[src/rtl/ct_had_event_sync_if.sv]
// Multi-channel debug-event boundary between HAD and the trace/ETM domain, with clock-enable generation.
// Define HAD_EVT_OVF_DET_EN to build the sticky per-channel overflow detectors.
module ct_had_event_sync_if #(
    parameter int CH_NUM     = 4,
    parameter int SYNC_STAGE = 2,
    parameter int IDLE_HOLD  = 3
) (
    input  logic              event_clk,
    input  logic              cpurst_b,
    input  logic [CH_NUM-1:0] x_evt_in,
    output logic [CH_NUM-1:0] x_evt_in_sync,
    output logic [CH_NUM-1:0] x_evt_in_pulse,
    input  logic [CH_NUM-1:0] x_evt_out,
    output logic [CH_NUM-1:0] x_evt_out_ff,
    output logic [CH_NUM-1:0] x_evt_out_pend,
    input  logic [CH_NUM-1:0] x_evt_out_ack,
    output logic [CH_NUM-1:0] x_evt_ovf,
    input  logic              x_ovf_clr,
    output logic              x_event_clk_en
);

    localparam logic [3:0] HOLD_INIT = 4'(IDLE_HOLD);

    logic [CH_NUM-1:0] sync_q [SYNC_STAGE];
    logic [CH_NUM-1:0] in_prev;
    logic [CH_NUM-1:0] sync_any;
    logic [CH_NUM-1:0] out_rise;
    logic [3:0]        hold_cnt;
    logic              act;

    // NOTE: the synchroniser is a small flop array, so every stage is cleared
    // explicitly in the reset branch; it must not be left to power-up state.
    always_ff @(posedge event_clk or negedge cpurst_b) begin
        if (!cpurst_b) begin
            for (int k = 0; k < SYNC_STAGE; k++) sync_q[k] <= '0;
            in_prev <= '0;
        end else begin
            // NOTE: non-blocking assignments make each stage take the old value
            // of its predecessor, which is what forms the shift chain.
            sync_q[0] <= x_evt_in;
            for (int k = 1; k < SYNC_STAGE; k++) sync_q[k] <= sync_q[k-1];
            in_prev <= x_evt_in_sync;
        end
    end

    assign x_evt_in_sync  = sync_q[SYNC_STAGE-1];
    assign x_evt_in_pulse = x_evt_in_sync & ~in_prev;

    // A new outbound event beats a same-cycle ack on its channel.
    assign out_rise = x_evt_out & ~x_evt_out_ff;

    always_ff @(posedge event_clk or negedge cpurst_b) begin
        if (!cpurst_b) begin
            x_evt_out_ff   <= '0;
            x_evt_out_pend <= '0;
        end else begin
            x_evt_out_ff   <= x_evt_out;
            x_evt_out_pend <= out_rise | (x_evt_out_pend & ~x_evt_out_ack);
        end
    end

`ifdef HAD_EVT_OVF_DET_EN
    always_ff @(posedge event_clk or negedge cpurst_b) begin
        if (!cpurst_b) begin
            x_evt_ovf <= '0;
        end else begin
            x_evt_ovf <= (out_rise & x_evt_out_pend & ~x_evt_out_ack)
                       | (x_evt_ovf & ~{CH_NUM{x_ovf_clr}});
        end
    end
`else
    logic unused_ovf_clr;
    assign unused_ovf_clr = x_ovf_clr;
    assign x_evt_ovf      = '0;
`endif

    // NOTE: every variable written here gets a default first, so no latch is inferred.
    always_comb begin
        sync_any = '0;
        for (int k = 0; k < SYNC_STAGE; k++) sync_any = sync_any | sync_q[k];
    end

    // Raw inputs enter combinationally so a first event can restart a stopped clock.
    assign act = |{x_evt_in, sync_any, in_prev, x_evt_out, x_evt_out_ff, x_evt_out_pend};

    always_ff @(posedge event_clk or negedge cpurst_b) begin
        if (!cpurst_b) begin
            hold_cnt <= '0;
        end else if (act) begin
            hold_cnt <= HOLD_INIT;
        end else if (hold_cnt != '0) begin
            hold_cnt <= hold_cnt - 4'd1;
        end
    end

    assign x_event_clk_en = act | (hold_cnt != '0);

endmodule
[config.mk]
export PLATFORM = sky130hd
export DESIGN_NAME = ct_had_event_sync_if
export DESIGN_NICKNAME = d
export VERILOG_FILES = /design/src/rtl/ct_had_event_sync_if.sv
export SDC_FILE = /design/constraint.sdc
export NUM_CORES = 1
export LEC_CHECK = 0
export BUFFER_PORTS_ARGS = -buffer_cell sky130_fd_sc_hd__buf_4
export CORE_UTILIZATION = 47
export DETAILED_ROUTE_END_ITERATION = 8
export PLACE_DENSITY = 0.86
export REMOVE_ABC_BUFFERS = 1
export SLEW_MARGIN = 20
export SYNTH_ARGS = -nofsm -noshare
export SYNTH_HDL_FRONTEND = slang
export SYNTH_SLANG_ARGS = --single-unit
[constraint.sdc]
create_clock -name event_clk -period 1.7 [get_ports event_clk]
set_input_delay 0.34 -clock event_clk [delete_from_list [all_inputs] [get_ports event_clk]]
set_output_delay 0.34 -clock event_clk [all_outputs]
set_load 0.03 [all_outputs]
==> metrics.csv <==
stage,metric,value,unit
worst_setup_path,startpoint types,flop,
drt,vias per std cell,4.851,
cells_and_area,post-route cell area,1255,um2
placed_design,DP Area,1184,um2
global_route,largest net degree at the start of global routing,25,
synthesis,Synth cell types,20,
global_route,gr ovfl total,0,
pwr,Int Pwr,747.9,uW
synthesis,main combinational cell family by area after synthesis,simple AND/OR/NAND/NOR gates,
worst_setup_path,r2r worst-path depth,6,
global_route,vias in the first global route,638,
cells_and_area,Util after Layout,68.93,%
floorplanning,Die Span Y,47.22,um
pwr,Sw Ratio,26.43,%
clock_tree,Clock Tree Buf Depth,2,
sta,min cycle time layout,1821,ps
worst_setup_path,Crit Path Max Fanout,3,
drt,vias after detailed routing,650,
floorplanning,# rows,15,
placed_design,DP Worst Slack,99.43,ps
clock_tree,CTS root buffer,clkbuf_4,
drt,ANT nets after route,0,
cells_and_area,Total Nets Final,128,
synthesis,Compound-Gate Fraction of Synth Area,2.604,%
floorplanning,Die Wd,47.22,um
drt,DRC viols,0,
clock_tree,CTS tree,done,
synthesis,multiplexer share of the synthesized area,1.172,%
global_route,first-pass GRT wire length,2.670,mm
floorplanning,CORE AREA,1821,um2
pwr,pwr dens,810.0,nW/um2
cells_and_area,antenna cells,0,
worst_hold_path,Hold WC Path Type,in2reg,
placed_design,hpwl dp,1.268,mm
sta,final worst slack,-120.9,ps
drt,DRT iter0 DRCs,8,
drt,First-pass DRT Iterations,2,
worst_setup_path,"Req. time, crit path",1360,ps
status,status,finished with violations,
synthesis,Avg Inst Size Synth,12.99,um2
synthesis,synthesized area,960.9,um2
drt,DRT Wirelength,1.681,mm
worst_hold_path,Hold Path Sink,sync_q[4],
worst_setup_path,worst reg2reg startpoint,hold_cnt[0],
floorplanning,Die ar.,2229,um2
clock_tree,number of buffers created by CTS,3,
worst_hold_path,worst hold stages,1,
synthesis,instance count of the mapped netlist,74,
sta,Layout Skew,7.102,ps
worst_setup_path,Worst setup EP type,output port,
clock_tree,CTS sink cnt,24,
clock_tree,Clock transition at path regs,120,ps
synthesis,Synth Area in Simple Gates,17.84,%
pwr,clock power share,22.8,%
floorplanning,I/O Pins,36,
worst_setup_path,critical path type,reg2out,
sta,max frequency,549.2,MHz
synthesis,"Seq/Total Area, Yosys",62.50,%
status,violated checks,negative setup slack,
floorplanning,Starting Density,52.78,%
run,MaxCap Viol Count,0,
sta,final hold vios,0,
placed_design,routability cong.,0.7081,
synthesis,post-synthesis adder-cell area fraction,2.604,%
synthesis,"flops & latches, synth",24,
worst_setup_path,Worst Path Arrival,1480,ps
pwr,P_sw,268.7,uW
sta,final period utilization,107.1,%
cells_and_area,synthesis-to-layout area growth,30.60,%
synthesis,Ys Warns,0,
clock_tree,htree depth,1,
global_route,gr usage total,18.41,%
cells_and_area,layout cells sized above 1,42.20,%
pwr,P_leak,0.0006430,uW
clock_tree,Worst-Skew Late Latency,310,ps
sta,Final Max Tran Viols,0,
sta,Final setup viols,1,
worst_setup_path,R2R Setup Slk,190,ps
drt,DR WL/cell,12.54,um
placed_design,Port Buffer Count,30,
pwr,Flop pwr share,61.1,%
worst_setup_path,RR Endpoint,hold_cnt[1],
pwr,Comb pwr share,16.1,%
synthesis,XOR/XNOR Fraction of Synth Area,2.734,%
pwr,worst IR drop on VDD,0.5844,mV
global_route,initial antenna violation count,0,
worst_hold_path,Worst Hold Launch,x_evt_in[0],
sta,RSZ-0062 raised after global routing,yes,
## cells by family (layout without fill, tap and decap cells)
kind of cell	count (synthesis)	count (layout)
other	1	4
buffers and inverters	18	50
adders and majority gates	2	2
muxes	1	1
AOI/OAI and AO/OA	4	4
xor gates and xnor gates	3	3
DFF	24	24
and+or+nand+nor	21	21
## worst max-delay path by stage
stage	from	endpoint
finish	x_evt_out_ff[2]	x_event_clk_en
global route	in_prev[1]	x_event_clk_en
CTS	x_evt_out_pend[2]	x_event_clk_en
detailed placement	x_evt_out[2]	x_event_clk_en
global placement	x_evt_out[2]	x_event_clk_en
floorplan	x_evt_out_ff[1]	x_event_clk_en
## flip-flops by register name, summed over array words and instances (netlist names)
register and count:
x_evt_out_pend 4, in_prev 4, sync_q 4, hold_cnt 4
x_evt_out_ff 4, x_evt_in_sync 4
## timing repair
action                                  4_1_cts  5_1_grt
endpoints found under the hold margin        24        0
resized for setup                             2        0
setup buffers                                 4        0
cloned                                        0        0
pin swaps                                     2        2
endpoints found under the setup margin        1        1
hold buffers                                  1        0
## through the flow
step / total power (uW) / hold slack (ps) / setup TNS (ps) / cells
3_5_place_dp: 789.1 / 245.7 / 0 / 126
2_1_floorplan: 706.9 / 44.41 / 0 / 69
6_report: 1017 / 147.0 / -120.9 / 134
5_1_grt: 1069 / 116.9 / -251.0 / 134
4_1_cts: 1028 / 136.0 / -164.2 / 134
3_3_place_gp: 786.0 / 244.5 / 0 / 126
## worst max-delay path: stages (launching register included)
cell     delay (ps)
dfrtp_1         430
nor4_2          250
and4_4          270
nand3_2          80
buf_6           150
## Yosys cell counts (all sizes together)
| cell type | number | area share, % |
|---|---|---|
| and2b | 1 | 0.78 |
| and3 | 2 | 1.3 |
| and4 | 1 | 1.2 |
| and4b | 1 | 1.0 |
| buf | 8 | 6.3 |
| conb | 1 | 0.39 |
| dfrtp | 24 | 63 |
| ha | 2 | 2.6 |
| inv | 10 | 3.9 |
| mux2 | 1 | 1.2 |
| nand3 | 3 | 1.6 |
| nor2 | 1 | 0.39 |
| nor2b | 3 | 2.0 |
| nor3 | 1 | 0.52 |
| nor3b | 1 | 2.0 |
| nor4 | 7 | 7.2 |
| o22ai | 4 | 2.6 |
| xnor2 | 2 | 1.8 |
| xor2 | 1 | 0.91 |
## metal layers
metal | vias up | GRT usage (%) | routed length (um)
li1 | 306 | - | -
met5 | - | 0 | 0
met1 | 306 | 21.36 | 725
met4 | 0 | 6.857 | 27
met3 | 5 | 5.769 | 107
met2 | 33 | 31.94 | 820
## power by group through the flow
stage	logic, uW	registers [uW]	clock network (uW)
finish	164	621	232
CTS	165	621	241
floorplan	40.0	667	0
global route	176	625	268
detailed placement	155	634	0
global placement	153	633	0
## cell usage in the layout (no fill, tap or decap), drive strengths merged
cell	count
mux2	1
nor3b	1
nand3	3
and4b	1
buf	36
nor3	1
dfrtp	24
and3	2
and4	1
and2b	1
clkbuf	3
nor2b	3
ha	2
xor2	1
conb	4
o22ai	4
inv	10
dlygate4sd3	1
xnor2	2
nor4	7
nor2	1
## area by class of cell
type	instances	area [um2]
clock buffer	3	22.52
fill	138	565.5
inverter	10	37.54
multi-input combinational	35	279.0
sequential	24	600.6
tap	25	31.28
timing repair buffer	37	284.0
(Power assumes the default switching activity.)
